File: src/rtl/if_stage_pkg.sv
// Shared pipeline definitions for the fetch stage and its neighbours.
//   JUMP_*    : 2-bit jump-select encodings, matching the ID-stage decoder
//   NOP_INSTR : bubble encoding (sll $0,$0,0)
//   RESET_PC  : fetch address loaded on reset
package if_stage_pkg;

    localparam logic [1:0] JUMP_NONE = 2'b00;
    localparam logic [1:0] JUMP_J    = 2'b01;
    localparam logic [1:0] JUMP_JR   = 2'b10;

    localparam logic [31:0] NOP_INSTR = 32'h0000_0000;
    localparam logic [31:0] RESET_PC  = 32'h0000_3000;

    // Pseudo-direct J/JAL target: top nibble of the delay-free PC+4 of the
    // jump itself, then the 26-bit instruction index shifted to a word address.
    function automatic logic [31:0] j_target(input logic [31:0] pc_plus4,
                                             input logic [31:0] instr);
        return {pc_plus4[31:28], instr[25:0], 2'b00};
    endfunction

endpackage

File: src/rtl/if_stage_npc_sel.sv
// Next-PC selection for the fetch stage (purely combinational).
// Ports:
//   pc            in  current fetch PC
//   id_valid      in  IF/ID holds a real instruction (qualifies redirects)
//   id_instr      in  IF/ID instruction (J/JAL index field)
//   id_pc_plus4   in  IF/ID PC+4 (J/JAL region bits)
//   branch_taken  in  ID-stage branch resolved taken
//   branch_target in  ID-stage branch target
//   jump          in  decoder jump select
//   jr_target     in  forwarded rs for JR/JALR
//   pc_plus4      out sequential PC (wraps modulo 2^32)
//   redirect      out a qualified redirect is requested
//   next_pc       out redirect target, or pc_plus4 when not redirecting
//   misaligned    out redirect target has a non-zero byte offset
module npc_sel
    import if_stage_pkg::*;
(
    input  logic [31:0] pc,
    input  logic        id_valid,
    input  logic [31:0] id_instr,
    input  logic [31:0] id_pc_plus4,
    input  logic        branch_taken,
    input  logic [31:0] branch_target,
    input  logic [1:0]  jump,
    input  logic [31:0] jr_target,
    output logic [31:0] pc_plus4,
    output logic        redirect,
    output logic [31:0] next_pc,
    output logic        misaligned
);

    logic [31:0] target;
    logic        req;

    assign pc_plus4 = pc + 32'd4;

    // Priority: branch, then J/JAL, then JR/JALR. The reserved encoding
    // 2'b11 falls through as "no jump".
    always_comb begin
        req    = 1'b0;
        target = pc_plus4;
        if (branch_taken) begin
            req    = 1'b1;
            target = branch_target;
        end else if (jump == JUMP_J) begin
            req    = 1'b1;
            target = j_target(id_pc_plus4, id_instr);
        end else if (jump == JUMP_JR) begin
            req    = 1'b1;
            target = jr_target;
        end
    end

    // A bubble in ID carries no control intent, so it never redirects.
    assign redirect   = req & id_valid;
    assign next_pc    = redirect ? target : pc_plus4;
    assign misaligned = redirect & (target[1:0] != 2'b00);

endmodule

File: src/rtl/if_stage.sv
// Instruction-fetch stage: PC register, next-PC selection and the IF/ID
// pipeline register feeding the decoder. No branch delay slot; every taken
// redirect inserts exactly one bubble.
// Ports:
//   clk, rst       clock (rising edge), asynchronous active-high reset
//   stall          freezes PC and IF/ID (wins over redirect)
//   branch_taken   ID-stage branch taken, branch_target its target
//   jump           00 none, 01 J/JAL, 10 JR/JALR, 11 treated as none
//   jr_target      forwarded rs for JR/JALR
//   imem_addr      instruction-memory address (always equals pc)
//   imem_rdata     instruction at imem_addr, same cycle
//   pc             current fetch PC
//   id_instr, id_pc, id_pc_plus4, id_valid   IF/ID register contents
//   align_err      sticky: some redirect target was not word aligned
module if_stage
    import if_stage_pkg::*;
#(
    parameter logic [31:0] RESET_PC_P  = RESET_PC,
    parameter logic [31:0] NOP_INSTR_P = NOP_INSTR
) (
    input  logic        clk,
    input  logic        rst,
    input  logic        stall,
    input  logic        branch_taken,
    input  logic [31:0] branch_target,
    input  logic [1:0]  jump,
    input  logic [31:0] jr_target,
    output logic [31:0] imem_addr,
    input  logic [31:0] imem_rdata,
    output logic [31:0] pc,
    output logic [31:0] id_instr,
    output logic [31:0] id_pc,
    output logic [31:0] id_pc_plus4,
    output logic        id_valid,
    output logic        align_err
);

    logic [31:0] pc_reg;
    logic [31:0] id_instr_reg;
    logic [31:0] id_pc_reg;
    logic [31:0] id_pc_plus4_reg;
    logic        id_valid_reg;
    logic        align_err_reg;

    logic [31:0] pc_plus4;
    logic [31:0] next_pc;
    logic        redirect;
    logic        misaligned;

    npc_sel u_npc_sel (
        .pc            (pc_reg),
        .id_valid      (id_valid_reg),
        .id_instr      (id_instr_reg),
        .id_pc_plus4   (id_pc_plus4_reg),
        .branch_taken  (branch_taken),
        .branch_target (branch_target),
        .jump          (jump),
        .jr_target     (jr_target),
        .pc_plus4      (pc_plus4),
        .redirect      (redirect),
        .next_pc       (next_pc),
        .misaligned    (misaligned)
    );

    always_ff @(posedge clk or posedge rst) begin
        if (rst) begin
            pc_reg          <= RESET_PC_P;
            id_instr_reg    <= NOP_INSTR_P;
            id_pc_reg       <= 32'd0;
            id_pc_plus4_reg <= 32'd0;
            id_valid_reg    <= 1'b0;
            align_err_reg   <= 1'b0;
        end else if (!stall) begin
            // A stalled redirect is held in ID by the hazard unit and
            // re-presents later, so nothing (including align_err) moves here.
            pc_reg <= next_pc;
            if (redirect) begin
                // Discard the wrong-path fetch; id_pc/id_pc_plus4 keep their
                // values so a bubble never looks like a new instruction.
                id_instr_reg <= NOP_INSTR_P;
                id_valid_reg <= 1'b0;
                if (misaligned) begin
                    align_err_reg <= 1'b1;
                end
            end else begin
                id_instr_reg    <= imem_rdata;
                id_pc_reg       <= pc_reg;
                id_pc_plus4_reg <= pc_plus4;
                id_valid_reg    <= 1'b1;
            end
        end
    end

    assign imem_addr   = pc_reg;
    assign pc          = pc_reg;
    assign id_instr    = id_instr_reg;
    assign id_pc       = id_pc_reg;
    assign id_pc_plus4 = id_pc_plus4_reg;
    assign id_valid    = id_valid_reg;
    assign align_err   = align_err_reg;

endmodule

File: config.mk
export PLATFORM = sky130hd
export DESIGN_NAME = if_stage
export DESIGN_NICKNAME = d
export VERILOG_FILES = /design/src/rtl/if_stage_pkg.sv /design/src/rtl/if_stage_npc_sel.sv /design/src/rtl/if_stage.sv
export SDC_FILE = /design/constraint.sdc
export NUM_CORES = 1
export LEC_CHECK = 0
export CAP_MARGIN = 30
export CORE_ASPECT_RATIO = 1.5
export CORE_MARGIN = 8
export CORE_UTILIZATION = 25
export CTS_BUF_LIST = sky130_fd_sc_hd__clkbuf_8
export DETAILED_ROUTE_END_ITERATION = 10
export GPL_TIMING_DRIVEN = 0
export HOLD_SLACK_MARGIN = 0.12
export PLACE_DENSITY_LB_ADDON = 0.25
export SYNTH_ARGS = -nofsm -noshare
export SYNTH_HDL_FRONTEND = slang
export SYNTH_SLANG_ARGS = --single-unit
File: constraint.sdc
create_clock -name clk -period 6.7 [get_ports clk]
set_clock_uncertainty 0.05 [all_clocks]
set_input_delay 1.675 -clock clk [delete_from_list [all_inputs] [get_ports clk]]
set_output_delay 1.675 -clock clk [all_outputs]
set_load 0.03 [all_outputs]
==> metrics.yaml, run 1 <==
status:
  status: "finished, final reports clean"
die:
  start_util_pct: 25.2
  die_x_um: 154
  core_um2: 28400
  io_pins: 264
  die_h_um: 223
  core.rowCount: 76
  die_area_um2: 34500
drt:
  highest_layer: "met4"
  routed-wl-met3_mm: 2.23
  route.layer.met1.wl_mm: 13.3
  vias: 7612
  viasPerCell: 5.05
  wl_met2_mm: 18.2
  ant_nets: 0
  wire_per_inst_um: 23.3
  drcViolationCount: 0
  dr.pass1.iters: 8
  drt_iter0_drc: 540
  routed_wirelength_mm: 35.1
cts:
  ctsResizeCount: 0
  post-cts-setup-buffers: 0
  ctsHoldBuffers: 0
  path_clk_slew_ns: 0.08
  clockBufferDepth: 2
  root_buffer: "clkbuf_8"
  cts_sinks: 128
  numCtsBuffers: 17
  htreeDepth: 4
  worstSkewPairLatency_ns: 0.48
  cts_tree: "built"
finish:
  nNetsFinal: 1241
  syn_to_final_growth_pct: 49.1
  drive_above_1_share_pct: 7.48
  finish.utilization_pct: 37.6
grt:
  grt_max_degree: 87
  gr-total-overflow: 0
  grt_pass1_wl_mm: 51.7
  grtUsageTotal_pct: 20.3
  antenna_found_initial: 8
  grt_pass1_vias: 7849
logic_synthesis:
  yosysTopAreaCell: "dfrtp_1"
  yosysTopAreaCellShare_pct: 44.0
  synth_most_common_cell: "nand2_1"
  yosysSeqAreaShare_pct: 44.7
  synth_top_cells_by_count: "nand2_1, dfrtp_1, o21ai_0, clkbuf_1, buf_4"
  synth_cell_types: 65
  synthTopCellsByArea: "dfrtp_1, nand2_1, o21ai_0, buf_4, clkbuf_1"
  synth-seq-cells: 128
  synth_cells: 854
  syn_area_um2: 7170
  synthesis.nets: 959
  synth_edf_count: 0
  async_reset_ff_share_pct: 100
  avgSynthCellArea_um2: 8.39
  synth_ff_type: "dfrtp_1"
  yosys_warnings: 0
worst_setup_path:
  arrival_ns: 4.94
  timing_worst_setup_path_type: "primary input to register"
  worst-path-max-fanout: 10
  cp-end-kind: "register"
  worstSetupStartpointType: "primary input"
  required_ns: 6.98
power_and_ir_drop:
  power.leakage_nw: 4.39
  peakVddDrop_mv: 0.128
  finalPower_w: 0.00398
  power_density_nw_per_um2: 372
timing:
  finalSetupViolations: 0
  period_share_pct: 69.5
  rsz0062_at_grt: "no"
  fmax_mhz: 215
  slew_viol_final: 0
  worstMarginPinSlew_ns: 1.09
  hold_violations: 0
  maxSlewHeadroom_pct: 27.2
  min_period_ns: 4.66
placement:
  place_congestion: 0.894
  hpwl_mm: 27.7
  io_buffers: 262
job:
  cap_violations: 0
hold_path:
  min_path_type: "register to register"
-- per-layer routing --
metal,GRT usage [%],vias up
li1,-,3520
met1,22.3,3701
met2,36.1,326
met3,4.45,65
met4,9.99,0
met5,0,-
-- layout make-up --
type	instances	area, µm²
repair buffers	263	2650
clock inverters	9	91.3
well taps	351	439
fillers	2946	17700
diodes	8	20.0
inverters	17	68.8
multi-input cells	603	3340
plain buffers	106	556
flip-flops and latches	128	3210
clock buffers	23	317
-- kinds of logic (layout without fill, tap and decap cells) --
group	count (synthesis)	count (layout)	synth area share [%]
and+or+nand+nor	340	340	21.6
muxes	11	11	1.59
adders and majority gates	3	3	0.524
buffers and inverters	123	418	8.64
other	0	8	0
DFF	128	128	44.7
AOI/OAI and AO/OA	223	223	19.7
xor gates and xnor gates	26	26	3.18
-- path summary, 6_finish.rpt --
path | from | to | slack (ns) | cells after the start
max in group asynchronous | rst | imem_addr[12]$_DFFE_PP1N_ | 4.21 | 3
worst min register to register | id_pc[24]$_DFFE_PP0P_ | id_pc[24]$_DFFE_PP0P_ | 0.43 | 2
min in group asynchronous | rst | id_pc[30]$_DFFE_PP0P_ | 1.54 | 2
worst max register to register | id_valid$_DFFE_PP0N_ | imem_addr[18]$_DFFE_PP0N_ | 3.34 | 8
worst min-delay path | id_pc[24]$_DFFE_PP0P_ | id_pc[24]$_DFFE_PP0P_ | 0.43 | 2
worst max-delay path | jump[0] | imem_addr[18]$_DFFE_PP0N_ | 2.04 | 10
-- cell usage in the layout (no fill, tap or decap), types with 7 or more instances in the layout --
master	instances
o21ai_1	9
a221o_1	7
dfrtp_1	126
o211ai_1	8
diode_2	8
xor2_1	9
nand3_1	14
mux2i_1	8
clkbuf_1	58
clkbuf_8	23
nand2_1	218
buf_4	40
nor3_1	17
clkdlybuf4s50_1	262
inv_1	19
nand2b_1	14
nor2_1	30
nand4_1	12
a31oi_1	7
buf_1	7
a21oi_1	35
xnor2_1	17
o22ai_1	13
o21ai_0	81
-- through the flow --
step	std cells	setup TNS (ns)	hold WS, ns	area, µm²	worst slack (ns)
CTS	1500	0	0.432	10700	2.11
finish	1508	0	0.427	10700	2.04
global route	1508	0	0.445	10700	1.96
detailed placement	1468	0	0.415	10300	1.60
floorplan	854	0	0.455	7170	1.57
global placement	1467	-100.45	0.406	10200	-0.820
-- power breakdown --
group          leakage, nW  switching, W  internal [W]  total, W
Combinational         2.57       0.00121      0.000830   0.00204
Clock                0.225      0.000328      0.000384  0.000712
Sequential            1.59      0.000231      0.000996   0.00123
-- worst max-delay path, stage by stage --
cell	delay [ns]
clkdlybuf4s50_1	0.49
inv_1	0.05
ha_1	0.34
nor2b_1	0.18
nor2_1	0.35
clkbuf_1	0.54
buf_1	0.71
o211ai_1	0.34
o41ai_1	0.15
a22oi_1	0.11
(Power assumes the default switching activity.)
==> inputs of run 2 (changes only) <==
==> constraint.sdc (replaced) <==
create_clock -name clk -period 4.4 [get_ports clk]
set_clock_uncertainty 0.05 [all_clocks]
set_input_delay 1.1 -clock clk [delete_from_list [all_inputs] [get_ports clk]]
set_output_delay 1.1 -clock clk [all_outputs]
set_load 0.03 [all_outputs]
==> run 2 against run 1 <==
Compared with the run above: clock-buffer cell count down 4; sequential power is 51% higher; register-to-register slack worse by 2.2 ns; core utilization about the same; setup slack worse by 1.7 ns; wire length shrank 1.0%; critical path depth is the same; largest cell class unchanged; power is 51% higher; flip-flop and latch count stayed put.
==> metrics.yaml, run 2 (synthesis gave the netlist of run 1 again) <==
cts:
  cts_tree: "built"
  post-cts-setup-buffers: 0  # unchanged
  cts_sinks: 128  # unchanged
  path_clk_slew_ns: 0.08  # about the same
  ctsHoldBuffers: 0  # unchanged
  ctsResizeCount: 0  # unchanged
  htreeDepth: 4  # unchanged
  root_buffer: "clkbuf_8"
  worstSkewPairLatency_ns: 0.48  # about the same
  numCtsBuffers: 17  # unchanged
  clockBufferDepth: 2  # unchanged
worst_setup_path:
  timing_worst_setup_path_type: "primary input to register"
  cp-end-kind: "register"
  worstSetupStartpointType: "primary input"
  max_stage_delay_ns: 0.70  # about the same
  slowest_stage: "buf_1"
  path_cells: "clkdlybuf4s50_1 > inv_1 > ha_1 > nor2b_1 > nor2_1 > clkbuf_1 > buf_1 > o211ai_1 > o41ai_1 > a22oi_1"
  worst-path-max-fanout: 10  # unchanged
  cp_num_buf_inv: 4  # unchanged
  crit_family: "buffers and inverters"
  required_ns: 4.68  # -2.30 ns
  arrival_ns: 4.28  # -0.66 ns
timing:
  finalSetupViolations: 0  # unchanged
  maxSlewHeadroom_pct: 34.4  # +7.2 points
  fmax_mhz: 250
  period_share_pct: 91.1
  hold-worst-slack_ns: 0.427  # +0.0000240 ns
  hold_violations: 0  # unchanged
  min_period_ns: 4.01
  worstMarginPinSlew_ns: 0.980  # -0.107 ns
  rsz0062_at_grt: "no"
  slew_viol_final: 0  # unchanged
power_and_ir_drop:
  power_density_nw_per_um2: 562  # +51%
  power.leakage_nw: 4.36  # -0.54%
  peakVddDrop_mv: 0.211  # +64%
  finalPower_w: 0.00601  # +51%
die:
  die_x_um: 154  # unchanged
  start_util_pct: 25.2  # unchanged
  io_pins: 264  # unchanged
  die_area_um2: 34500  # unchanged
  die_h_um: 223  # unchanged
  core_um2: 28400  # unchanged
  core.rowCount: 76  # unchanged
drt:
  ant_nets: 0  # unchanged
  viasPerCell: 4.97  # -1.5%
  routed_wirelength_mm: 34.7  # -1.0%
  drcViolationCount: 0  # unchanged
  drt_iter0_drc: 497  # -8.0%
  vias: 7505  # -1.4%
  dr.pass1.iters: 5  # -3
  wire_per_inst_um: 23.0  # -1.1%
status:
  status: "finished, final reports clean"
job:
  cap_violations: 0  # unchanged
placement:
  hpwl_mm: 27.5  # -0.74%
  place_congestion: 0.896  # +0.21%
  io_buffers: 262  # unchanged
  place_area_um2: 10300  # +0.30%
  place_inst: 1470  # +0.14%
finish:
  drive_above_1_share_pct: 7.74  # +0.25 points
  nNetsFinal: 1243  # +0.16%
  final_cell_mix: "clkdlybuf4s50_1, nand2_1, dfrtp_1, o21ai_0, clkbuf_1"
  regArea_um2: 3210  # unchanged
  syn_to_final_growth_pct: 49.2  # about the same
  stdcell_area_um2: 10700  # about the same
  instances_no_fill: 1510  # +0.13%
  layout_commonest_cell: "clkdlybuf4s50_1"
  fillCellCount: 2946  # unchanged
  multi_input_area_um2: 3340  # unchanged
hold_path:
  min_path_type: "register to register"
grt:
  gr-total-overflow: 0  # unchanged
  grt_pass1_wl_mm: 50.9  # -1.5%
  grt_max_degree: 40  # -54%
  antenna_found_initial: 8  # unchanged
  grtUsageTotal_pct: 20.0  # -0.32 points
  grt_pass1_vias: 7638  # -2.7%
[run 2: changes by cell type in the layout (fill, tap and decap cells not counted)]
cell        previous run  this run
diode_2                8         9
clkinvlp_4             0         5
clkbuf_8              23        19
inv_6                  1         0
clkinv_2               4         5
buf_12                 0         3
buf_16                 1         0
inv_1                 19        17
[run 2: layout make-up]
class / instances / share of cell area, %
Timing Repair Buffer: 265 / 25.1
Tap cell: 351 / 4.11
Clock inverter: 12 / 1.11
Buffer: 106 / 5.19
Clock buffer: 19 / 2.44
Inverter: 17 / 0.632
Antenna cell: 9 / 0.211
Multi-Input combinational cell: 603 / 31.3
Sequential cell: 128 / 30.0
[run 2: through the flow]
stage                     utilization [%]  setup slack (ns)  setup TNS (ns)
after floorplan                         -              1.58               0
after global placement               36.0           -0.0513          -0.243
after detailed placement             36.2           -0.0328         -0.0613
after CTS                            37.5             0.482               0
after global routing                 37.6             0.343               0
final                                37.6             0.394               0
[run 2: final timing paths]
check                                       from                        end  slack, ns  cells past startpoint
min in group asynchronous                    rst      id_pc[30]$_DFFE_PP0P_       0.96                      2
max in group asynchronous                    rst  imem_addr[12]$_DFFE_PP1N_       2.41                      4
setup reg to reg            id_valid$_DFFE_PP0N_  imem_addr[18]$_DFFE_PP0N_       1.14                      8
hold reg to reg            id_pc[22]$_DFFE_PP0P_      id_pc[22]$_DFFE_PP0P_       0.43                      2
hold / removal             id_pc[22]$_DFFE_PP0P_      id_pc[22]$_DFFE_PP0P_       0.43                      2
setup / recovery                         jump[0]  imem_addr[18]$_DFFE_PP0N_       0.39                     10
[run 2: worst reg2reg max path: cells and delay by family, from the launching register on]
family | cells | cell delay (ns)
buf+inv | 4 | 1.80
compound gates | 3 | 0.60
flops | 1 | 0.37
simple gates | 1 | 0.30
[run 2: layer usage]
metal	track usage, %	part of all wire (%)	vias to the layer above
met2	35.3	52	282
met5	0	0	-
li1	-	-	3532
met4	9.99	3.3	0
met1	22.0	38	3635
met3	4.51	6.3	56
[run 2: power breakdown]
group	switching, W	internal, W
sequential	0.000347	0.00152
combinational	0.00185	0.00127
clock	0.000513	0.000521
total	0.00271	0.00330
==> inputs of run 3 (changes only) <==
--- a/config.mk
+++ b/config.mk
@@ -10,6 +10,7 @@
 export CORE_MARGIN = 8
 export CORE_UTILIZATION = 25
 export CTS_BUF_LIST = sky130_fd_sc_hd__clkbuf_8
+export CTS_CLUSTER_SIZE = 40
 export DETAILED_ROUTE_END_ITERATION = 10
 export GPL_TIMING_DRIVEN = 0
 export HOLD_SLACK_MARGIN = 0.12
==> results of run 3 <==
Same layout as run 2: the final DEF is identical, and so are final timing and power.
